## src/rtl/snn_pkg.sv

```systemverilog
// Shared SNN constants: default trace/weight widths, weight bounds, learning shift.
// Also holds the STDP pipeline state type and a helper that sizes the signed update sum.
package snn_pkg;

    localparam int unsigned TRACE_WIDTH  = 8;
    localparam int unsigned WEIGHT_WIDTH = 8;
    localparam int unsigned LEARN_SHIFT  = 2;
    localparam int unsigned W_INIT       = 128;
    localparam int unsigned W_MIN        = 0;
    localparam int unsigned W_MAX        = 255;

    typedef enum logic {
        ST_IDLE  = 1'b0,
        ST_APPLY = 1'b1
    } stdp_state_e;

    // Two extra bits give a sign bit plus headroom for weight + trace or weight - trace.
    function automatic int unsigned sum_width(input int unsigned trace_w,
                                              input int unsigned weight_w);
        return ((trace_w > weight_w) ? trace_w : weight_w) + 2;
    endfunction

endpackage

```

## src/rtl/stdp_sat_add.sv

```systemverilog
// Combinational signed weight + ltp - ltd with clamp to [w_min, w_max].
// sat_c flags that the result was clamped.
module stdp_sat_add
    import snn_pkg::*;
#(
    parameter int unsigned WEIGHT_W = WEIGHT_WIDTH,
    parameter int unsigned DELTA_W  = TRACE_WIDTH
) (
    input  logic [WEIGHT_W-1:0] weight,
    input  logic [DELTA_W-1:0]  ltp,
    input  logic [DELTA_W-1:0]  ltd,
    input  logic [WEIGHT_W-1:0] w_min,
    input  logic [WEIGHT_W-1:0] w_max,
    output logic [WEIGHT_W-1:0] result_c,
    output logic                sat_c
);

    localparam int unsigned SUM_W = sum_width(DELTA_W, WEIGHT_W);

    logic signed [SUM_W-1:0] sum;
    logic signed [SUM_W-1:0] lo;
    logic signed [SUM_W-1:0] hi;

    always_comb begin
        sum      = $signed(SUM_W'(weight)) + $signed(SUM_W'(ltp)) - $signed(SUM_W'(ltd));
        lo       = $signed(SUM_W'(w_min));
        hi       = $signed(SUM_W'(w_max));
        result_c = WEIGHT_W'(sum);
        sat_c    = 1'b0;
        if (sum < lo) begin
            result_c = w_min;
            sat_c    = 1'b1;
        end else if (sum > hi) begin
            result_c = w_max;
            sat_c    = 1'b1;
        end
    end

endmodule

```

## src/rtl/stdp_weight_update.sv

```systemverilog
// Two-stage STDP weight update: capture shifted traces on spikes, then apply a
// clamped signed delta to the registered weight. Synchronous load overrides learning.
module stdp_weight_update
    import snn_pkg::*;
#(
    parameter int unsigned P_TRACE_WIDTH  = TRACE_WIDTH,
    parameter int unsigned P_WEIGHT_WIDTH = WEIGHT_WIDTH,
    parameter int unsigned P_SHIFT        = LEARN_SHIFT,
    parameter int unsigned P_W_INIT       = W_INIT,
    parameter int unsigned P_W_MIN        = W_MIN,
    parameter int unsigned P_W_MAX        = W_MAX
) (
    input  logic                      i_clk,
    input  logic                      i_rst_n,
    input  logic                      i_learn_en,
    input  logic                      i_pre_spike,
    input  logic                      i_post_spike,
    input  logic [P_TRACE_WIDTH-1:0]  i_pre_trace,
    input  logic [P_TRACE_WIDTH-1:0]  i_post_trace,
    input  logic                      i_w_load,
    input  logic [P_WEIGHT_WIDTH-1:0] i_w_data,
    output logic [P_WEIGHT_WIDTH-1:0] o_weight,
    output logic                      o_update_valid,
    output logic                      o_sat
);

    localparam logic [P_WEIGHT_WIDTH-1:0] W_INIT_V = P_WEIGHT_WIDTH'(P_W_INIT);
    localparam logic [P_WEIGHT_WIDTH-1:0] W_MIN_V  = P_WEIGHT_WIDTH'(P_W_MIN);
    localparam logic [P_WEIGHT_WIDTH-1:0] W_MAX_V  = P_WEIGHT_WIDTH'(P_W_MAX);

    stdp_state_e               state_q;
    stdp_state_e               state_d;
    logic [P_TRACE_WIDTH-1:0]  ltp_q;
    logic [P_TRACE_WIDTH-1:0]  ltd_q;
    logic [P_TRACE_WIDTH-1:0]  ltp_d;
    logic [P_TRACE_WIDTH-1:0]  ltd_d;
    logic                      accept_c;
    logic                      apply_c;
    logic [P_WEIGHT_WIDTH-1:0] new_weight_c;
    logic                      new_sat_c;

    // Next-state and stage-1 capture; load discards both the incoming spike and stage 1.
    always_comb begin
        state_d  = ST_IDLE;
        accept_c = 1'b0;
        apply_c  = 1'b0;
        ltp_d    = ltp_q;
        ltd_d    = ltd_q;
        if (!i_w_load) begin
            accept_c = i_learn_en & (i_pre_spike | i_post_spike);
            apply_c  = (state_q == ST_APPLY);
        end
        if (accept_c) begin
            state_d = ST_APPLY;
            ltp_d   = i_post_spike ? P_TRACE_WIDTH'(i_pre_trace >> P_SHIFT) : '0;
            ltd_d   = i_pre_spike ? P_TRACE_WIDTH'(i_post_trace >> P_SHIFT) : '0;
        end
    end

    stdp_sat_add #(
        .WEIGHT_W (P_WEIGHT_WIDTH),
        .DELTA_W  (P_TRACE_WIDTH)
    ) u_sat_add (
        .weight   (o_weight),
        .ltp      (ltp_q),
        .ltd      (ltd_q),
        .w_min    (W_MIN_V),
        .w_max    (W_MAX_V),
        .result_c (new_weight_c),
        .sat_c    (new_sat_c)
    );

    // Stage-1 register, weight register and the update/saturation pulses.
    always_ff @(posedge i_clk or negedge i_rst_n) begin
        if (!i_rst_n) begin
            state_q        <= ST_IDLE;
            ltp_q          <= '0;
            ltd_q          <= '0;
            o_weight       <= W_INIT_V;
            o_update_valid <= 1'b0;
            o_sat          <= 1'b0;
        end else begin
            state_q        <= state_d;
            ltp_q          <= ltp_d;
            ltd_q          <= ltd_d;
            o_update_valid <= apply_c;
            o_sat          <= apply_c & new_sat_c;
            if (i_w_load) begin
                o_weight <= i_w_data;
            end else if (apply_c) begin
                o_weight <= new_weight_c;
            end
        end
    end

endmodule
```

## config.mk

```make
export PLATFORM = sky130hd
export DESIGN_NAME = stdp_weight_update
export DESIGN_NICKNAME = d
export VERILOG_FILES = /design/src/rtl/snn_pkg.sv /design/src/rtl/stdp_sat_add.sv /design/src/rtl/stdp_weight_update.sv
export SDC_FILE = /design/constraint.sdc
export NUM_CORES = 1
export LEC_CHECK = 0
export CORE_MARGIN = 2
export CORE_UTILIZATION = 50
export DETAILED_ROUTE_END_ITERATION = 6
export GPL_TIMING_DRIVEN = 0
export HOLD_SLACK_MARGIN = 0.05
export PLACE_DENSITY = 0.78
export SYNTH_ARGS = -nofsm -noshare
export SYNTH_HDL_FRONTEND = slang
export SYNTH_SLANG_ARGS = --single-unit
```

## constraint.sdc

```tcl
create_clock -name i_clk -period 3.3 [get_ports i_clk]
set_input_delay 0.66 -clock i_clk [delete_from_list [all_inputs] [get_ports i_clk]]
set_output_delay 0.66 -clock i_clk [all_outputs]
set_load 0.005 [all_outputs]
```

==> reports/summary.md, run 1 <==
After detailed routing, the met2 layer carries 1830 µm of wire. Summing the areas of all compound-gate instances in the mapped netlist gives 26.6% of the synthesized area. Of the total synthesized cell area, the portion taken by XOR and XNOR cells is 4.05%.

Via total after detailed routing: 1517. The cell with the most instances after synthesis is sky130_fd_sc_hd__nand2_1. For the number of buffers inserted during clock tree synthesis, the log shows 3. By startpoint and endpoint, the worst setup path is classified as flip-flop to flip-flop.

The fraction of synthesized cell area taken by the top area cell type came out at 31.8%. After technology mapping, the gate count stands at 190. Along the worst path, the maximum fanout reaches 6. Clock latency on the worst-skew pair, taken at its later pin, is 310 ps. The synthesized netlist devotes 17.4% of its cell area to simple gates. In this run, the combinational gates consume 67.6% of the power.

The total of flip-flops plus latches after synthesis is 23. The logs give 0 for the count of hold-fix buffers inserted at cts and 0 for the count of synthesis-stage warnings from yosys. The highest signal layer in the routed design was met4.

The worst register-to-register path has a depth of 13. The run gives 0 as the number of hold-slack violations in the final timing report. The number of detailed-route iterations in the first pass was 4; the share of cell area taken by muxes after synthesis was 2.02%.

The overall overflow remaining after global route is 0. The run gives 0 as the number of max-capacitance violations reported. Headroom to the max-slew limit came out at 30.0%. The run gives 577 µm² as the register area. The congestion estimate from routability-driven global placement came to 0.819.

Timing would allow up to 315 MHz. Once layout is complete, the cells apart from fillers number 277. After synthesis, the largest family of logic cells by area is compound AO/OA/AOI/OAI gates.

Including well taps, the total number of placed cells is 271. The initial utilization of the core area, before any placement, comes to 51.9%. Y dimension of the die: 62.8 µm. The synthesized area per cell came out at 9.11 µm². Met3 wire length: 187 µm. The clock network is responsible for 8.4% of the overall power. The proportion of layout cells with a drive suffix above 1 came out at 9.52%. The hold-critical path depth is 2. In the routed design, unresolved DRC markers number 0.

The count of buffers added on input and output ports is 35. The region available for standard cell placement spans 3340 µm². The worst path uses 96.0% of the clock period.

The area used by multi-input combinational logic is 1070 µm², and the number of slew-limit violations in the final report is 0. The tools report the placement row count as 21. The power per cell area is 706 nW/µm². The count of nets after finishing was 277. During I/O placement, the number of pins put on the boundary was 40. The minimum clock period after layout came out at 3170 ps. The number of antenna violations at the first check in global routing was 0.

The most used flip-flop cell after synthesis is sky130_fd_sc_hd__dfrtp_1. After clock tree synthesis, the clock-pin slew on the worst setup and hold paths is 130 ps. The element type at the critical path start was a flip-flop. The horizontal extent of the die was 62.8 µm.

The tools report the post-route clock skew as 6.34 ps. TritonCTS built the clock tree. The clock passes through at most 2 buffers. For the pin with the worst max-slew slack, the measured transition is 1050 ps. For the detailed-route wire length on metal 1, the log shows 1690 µm. The sequential fraction of design power was 24.0%. In this run the critical register-to-register path is launched from o_weight[0]. In this run the most critical hold path is launched from ltd_q[2].

The repair_antennas step left the layout with diodes totalling 0. The detailed router finished its first iteration with 111 violations. The min-delay analysis places its worst path in the category flip-flop to flip-flop. The final setup TNS is 0 ps. Count of antenna-violating nets left after detailed routing: 0. The library cell occupying the most area in the post-synthesis netlist is sky130_fd_sc_hd__dfrtp_1. The final layout contains routed wiring with a total length of 3750 µm. The kind of capture point of the worst setup path was a flip-flop. The minimum setup slack among reg-to-reg paths was 130 ps; the layout overhead on the synthesized area was 26.3%. Detailed placement finished with a half-perimeter wire length of 2940 µm. Setup violations remaining at the end of the flow were counted as 0. Ranked by instance count, the synthesized netlist is headed by 27 x sky130_fd_sc_hd__nand2_1, 22 x sky130_fd_sc_hd__dfrtp_1, 16 x sky130_fd_sc_hd__inv_1, 13 x sky130_fd_sc_hd__ha_1, 13 x sky130_fd_sc_hd__o21ai_1.

The first global-routing pass estimated 6460 µm of wire. The endpoint with the worst hold slack was ltd_q[2]. Net switching is 43.9% of the power. For the CTS H-tree depth, the log shows 1.

The die covers 3950 µm². In this run the static leakage power is 0.928 nW. The tools report the internal portion of total power as 865 µW. The cell area that synthesis handed to floorplanning was 1730 µm².

Counting flops with an async set or reset pin after synthesis yields a share of 100%. The number of nets in the synthesized netlist is 235. The post-synthesis adder-cell area fraction is 11.7%. The endpoint identified for the worst register-to-register timing path is o_weight[2]. The sequential share of the synthesized area was 33.3%; the number of distinct library cells after synthesis was 48. The via count of the first global-routing pass is 1345. The run finished with clean final reports. The global router's overall resource usage was 20.7%; the arrival time reported for the critical path endpoint was 3370 ps.

By area the synthesized netlist is led by sky130_fd_sc_hd__dfrtp_1 32%, sky130_fd_sc_hd__ha_1 9.4%, sky130_fd_sc_hd__nand2_1 5.9%. The logs give 24 for the pin count of the biggest net entering global routing and 0.000303 V for the peak supply drop. The mean routed wirelength per cell is 13.5 µm. On the final layout, the worst hold slack is 505 ps. The worst endpoint required time came out at 3500 ps. In this run the clock root is driven by a sky130_fd_sc_hd__clkbuf_4.

The tools report the clock sink total as 23. The tools report the number of fill cells in the layout as 303. After detailed routing, the number of vias per cell comes to 5.48. Counting flops with a built-in enable in the synthesized netlist gives 0. The switching power summed over all nets came out at 677 µW.
==> critical path, stage by stage, from the launching register on <==
cell,delay (ps)
sky130_fd_sc_hd__dfrtp_1,420
sky130_fd_sc_hd__ha_1,190
sky130_fd_sc_hd__inv_1,60
sky130_fd_sc_hd__fa_1,440
sky130_fd_sc_hd__nor2b_4,170
sky130_fd_sc_hd__o21a_1,120
sky130_fd_sc_hd__nor2_1,40
sky130_fd_sc_hd__xnor2_1,140
sky130_fd_sc_hd__ha_1,370
sky130_fd_sc_hd__nand2_1,110
sky130_fd_sc_hd__o21ai_4,200
sky130_fd_sc_hd__mux2_4,370
sky130_fd_sc_hd__a211oi_1,330
sky130_fd_sc_hd__o21ai_1,100
==> through the flow <==
step	power [mW]	worst slack, ps	instance area (µm²)	utilization [%]
5_1_grt	1.67	-16.4	2190	65.5
3_5_place_dp	1.35	68.0	2140	64.1
6_report	1.54	130	2190	65.5
4_1_cts	1.49	31.4	2170	64.9
3_3_place_gp	1.34	89.1	2140	64.1
2_1_floorplan	1.11	411	1730	-
==> layout make-up <==
cell class | instances | area share (%)
Inverter | 16 | 2.75
Clock inverter | 1 | 0.229
Tap cell | 46 | 2.63
Clock buffer | 3 | 1.03
Timing Repair Buffer | 37 | 16.7
Multi-Input combinational cell | 147 | 49.2
Buffer | 4 | 1.09
Sequential cell | 23 | 26.4
==> logic make-up after synthesis <==
family	Yosys count
buf+inv	20
flops	23
compound gates	64
fa+ha+maj	15
mux	3
simple gates	57
xor+xnor	8
==> sequential cells by signal (all words and copies together) (netlist names) <==
| register | flops |
|---|---|
| state_q | 1 |
| ltd_q | 6 |
| o_weight | 8 |
| o_update_valid | 1 |
| ltp_q | 6 |
| o_sat | 1 |
==> power groups by stage <==
stage	logic (mW)	registers [mW]	clock network [mW]
finish	1.04	0.370	0.130
global route	1.14	0.376	0.153
CTS	0.984	0.370	0.135
detailed placement	0.979	0.375	0
global placement	0.970	0.374	0
floorplan	0.744	0.367	0
==> worst max path at each step <==
| stage | start | end | depth (start not counted) |
|---|---|---|---|
| 4_1_cts | o_weight[0] | o_weight[4] | 13 |
| 3_3_place_gp | o_weight[0] | o_weight[4] | 13 |
| 3_5_place_dp | o_weight[0] | o_weight[4] | 13 |
| 6_report | o_weight[0] | o_weight[2] | 13 |
| 5_1_grt | o_weight[0] | o_weight[2] | 13 |
| 2_1_floorplan | o_weight[0] | o_weight[0] | 13 |
==> what timing repair did <==
| item | CTS | global route |
|---|---|---|
| buffers inserted | 0 | 2 |
| endpoints found under the setup margin | 0 | 7 |
| gates resized for setup | 0 | 1 |
==> cells in the final DEF (no fill, tap or decap), types with 2 or more instances in the layout <==
cell                              instances
sky130_fd_sc_hd__nor3_1                   5
sky130_fd_sc_hd__clkdlybuf4s50_1         35
sky130_fd_sc_hd__nand3b_1                 2
sky130_fd_sc_hd__inv_1                   16
sky130_fd_sc_hd__fa_1                     2
sky130_fd_sc_hd__nor4_1                   2
sky130_fd_sc_hd__nand2_2                  2
sky130_fd_sc_hd__a21oi_2                  2
sky130_fd_sc_hd__ha_1                    13
sky130_fd_sc_hd__nor2b_1                  3
sky130_fd_sc_hd__a21o_1                   2
sky130_fd_sc_hd__xnor2_1                  7
sky130_fd_sc_hd__buf_4                    3
sky130_fd_sc_hd__o211ai_1                 3
sky130_fd_sc_hd__o21ai_0                  9
sky130_fd_sc_hd__a22oi_1                  4
sky130_fd_sc_hd__o21ai_1                 13
sky130_fd_sc_hd__mux2i_1                  2
sky130_fd_sc_hd__clkbuf_1                 2
sky130_fd_sc_hd__and4_1                   2
sky130_fd_sc_hd__o21a_1                   5
sky130_fd_sc_hd__or3_1                    2
sky130_fd_sc_hd__nor2_1                   6
sky130_fd_sc_hd__nand2_1                 27
sky130_fd_sc_hd__a211oi_1                 4
sky130_fd_sc_hd__clkbuf_4                 3
sky130_fd_sc_hd__a21oi_1                  9
sky130_fd_sc_hd__dfrtp_1                 22
==> metal layers <==
| layer | up-vias | GRT usage [%] |
|---|---|---|
| li1 | 766 | - |
| met2 | 53 | 33.3 |
| met3 | 6 | 3.06 |
| met1 | 692 | 28.7 |
| met4 | 0 | 6.67 |
| met5 | - | 0 |
No activity file was read; power rests on OpenSTA's default activity.
==> run 2: changes to the inputs <==
Settings changed: CORE_UTILIZATION 50 to 45, PLACE_DENSITY 0.78 to 0.74.
Clock period 3.3 ns to 2.85 ns, I/O delays scaled along.
==> run 2 against run 1 <==
The run now ends with negative setup slack left. Fmax is 9.7% higher. Power rose by 47%. Critical path depth is 2 lower. First-iteration DRC count down 3.6%. Wire length is 17% higher. Worst hold slack got worse by 11 ps. Final cell count grew 4.7%. Clock power up 63%. Die area up 10%. Largest cell class unchanged. Cell area grew 12%. Combinational power is 57% higher.
==> reports/summary.md, run 2 (synthesized netlist as in run 1, its figures left out) <==
The flow ran to the end, but the final reports show violations. The final reports fail on negative setup slack. Clock-pin slew was measured on the worst setup and hold paths at 90 ps. Detailed placement ended at an HPWL of 2990 µm. The global routing stage identified its most utilized layer as met2. The post-route fraction of the period consumed by the critical path was 101%. The CTS H-tree depth is 1. The first global-routing pass estimated 6960 µm of wire. The power per cell area is 929 nW/µm², and the global router's overall resource usage is 21.0%. Counting flops per register, the top entry is o_weight. The tools report the number of buffers inserted during clock tree synthesis as 3. Clock latency on the worst-skew pair, taken at its later pin, is 280 ps. The element type at the critical path start is a flip-flop. The run gives 107 as the count of routing violations after the opening detailed-route iteration. STA puts the critical path data arrival time at 3040 ps.

Via total after detailed routing: 1573. The library cell used most frequently in the layout, excluding fill and tap cells, is sky130_fd_sc_hd__clkdlybuf4s50_1. The detail route stage leaves a number of antenna-violating nets equal to 0. The tools report the via count of the first global-routing pass as 1544.

The post-route clock skew is 8.80 ps, and the count of input and output buffers is 35. For the number of endpoints failing setup at the final stage, the log shows 1. The maximum net fanout on the critical path works out to 6.

Startpoint-to-endpoint class of the critical path: flip-flop to flip-flop. IR analysis of the VDD net gives a maximum drop of 0.000396 V. From left edge to right edge, the die measures 66.0 µm. Cells fill 66.2% of the core in the end. Measured against its own limit, the worst slew margin works out to 26.7%.

The number of antenna violations at the first check in global routing was 0; the number of flip-flops under the largest register name was 8. After detailed routing, the number of vias per cell comes to 5.42. The number of max-capacitance violations reported is 0, and the met3 usage is 2.90%. The minimum clock period after layout works out to 2890 ps. The maximum frequency from static timing analysis is 346 MHz. Clock tree synthesis selected as its root buffer the cell sky130_fd_sc_hd__clkbuf_8. For this run, the detailed router's first-pass iteration total came to 4. The die covers 4360 µm². Measured along the y axis, the die boundary spans 66.0 µm. The worst hold path class is flip-flop to flip-flop. 40 I/O pins were placed. The clock sink total was 23. The routing usage on met2 was 35.4%. The number of hold-slack violations in the final timing report was 0; the proportion of layout cells with a drive suffix above 1 was 25.2%. The run gives 288 as the count of nets after finishing.

The worst setup path is captured at a flip-flop. The initialized floorplan defines 22 standard-cell rows. The top cell types in the final layout, fill and taps aside, are 35 x sky130_fd_sc_hd__clkdlybuf4s50_1, 26 x sky130_fd_sc_hd__nand2_1, 22 x sky130_fd_sc_hd__dfrtp_1. Dividing the detail-routed wire length by the instance count gives 15.1 µm.

The largest registers in the layout are o_weight (8), ltd_q (6), ltp_q (6). The final routed DRC violation total was 0; the slack of the critical path was -40.0 ps. Setup repair after global routing could not meet its margin everywhere.

Relative to the synthesized area, the layout overhead comes to 41.2%. The count of hold-fix buffers inserted at cts came out at 0. The logs give 0 for the number of antenna repair diodes and 1.03 nW for the reported leakage power. Entering global routing, the biggest net connects 24 pins.

The logs give -265 ps for the worst setup slack before clock tree synthesis and 2 for the maximum count of clock buffers along a single path. The logs give 46.9% for the effective utilization at floorplan and 577 µm² for the register area. In the final layout, the multi-input gates occupy 1220 µm². The number of slew-limit violations in the final report was 0. The total overflow left after global routing is 0. At the pin with the least slew margin, the transition time is 1100 ps. For the worst setup path, the data required time is 3000 ps. The met1 layer usage reported by global route came out at 27.1%.

TritonCTS built the clock tree. Routability-driven placement finished with a final weighted congestion of 0.886. The number of fill cells in the layout is 331, and the core box area is 3690 µm².

The post-detailed-routing wire length was 4390 µm.
[run 2: what timing repair did]
| item | 4_1_cts | 5_1_grt |
|---|---|---|
| gates resized for setup | 17 | 19 |
| pin swaps | 18 | 25 |
| setup buffers | 9 | 4 |
| setup endpoints to repair | 8 | 9 |
| endpoints found under the hold margin | 0 | 0 |
[run 2: final timing paths]
kind	depth (start not counted)	slack (ps)	endpoint	from
min	2	490	ltd_q[3]	ltd_q[3]
max in group asynchronous	1	1310	ltp_q[2]	i_rst_n
min reg2reg	2	490	ltd_q[3]	ltd_q[3]
min in group asynchronous	1	880	o_sat	i_rst_n
max reg2reg	11	-40	o_weight[2]	o_weight[0]
max	11	-40	o_weight[2]	o_weight[0]
[run 2: critical path, stage by stage (launching register included)]
cell	delay, ps
sky130_fd_sc_hd__dfrtp_1	380
sky130_fd_sc_hd__ha_2	190
sky130_fd_sc_hd__inv_2	40
sky130_fd_sc_hd__fa_2	520
sky130_fd_sc_hd__inv_2	50
sky130_fd_sc_hd__fa_2	360
sky130_fd_sc_hd__a21o_1	230
sky130_fd_sc_hd__a21oi_4	200
sky130_fd_sc_hd__o21ai_4	90
sky130_fd_sc_hd__mux2_4	370
sky130_fd_sc_hd__a211oi_4	270
sky130_fd_sc_hd__o21ai_1	100
[run 2: stage by stage]
step | instances | hold WS (ps) | TNS, ps | area (µm²) | power, mW
finish | 290 | 494 | -40.0 | 2440 | 2.27
global route | 290 | 527 | -636 | 2440 | 2.42
CTS | 286 | 500 | -31.0 | 2320 | 2.04
detailed placement | 273 | 480 | -1210 | 2140 | 1.58
global placement | 273 | 466 | -1180 | 2140 | 1.56
floorplan | 190 | 274 | 0 | 1730 | 1.29
[run 2: report_power, final]
group	leakage, nW	internal, mW	total, mW	switching (mW)
clock	0.0255	0.0980	0.212	0.114
combinational	0.711	0.794	1.63	0.836
sequential	0.295	0.381	0.428	0.0473
[run 2: cell type report]
| class | instances | share of cell area (%) |
|---|---|---|
| flip-flops and latches | 23 | 23.6 |
| repair buffers | 48 | 18.8 |
| clock buffers | 3 | 1.69 |
| well taps | 48 | 2.46 |
| plain buffers | 4 | 0.973 |
| inverters | 16 | 2.46 |
| multi-input cells | 147 | 49.8 |
| clock inverters | 1 | 0.205 |
[run 2: routing by layer]
| layer | vias to the layer above | part of all wire [%] |
|---|---|---|
| met3 | 11 | 3.9 |
| met5 | - | 0 |
| li1 | 796 | - |
| met4 | 0 | 2.1 |
| met2 | 44 | 50 |
| met1 | 722 | 44 |
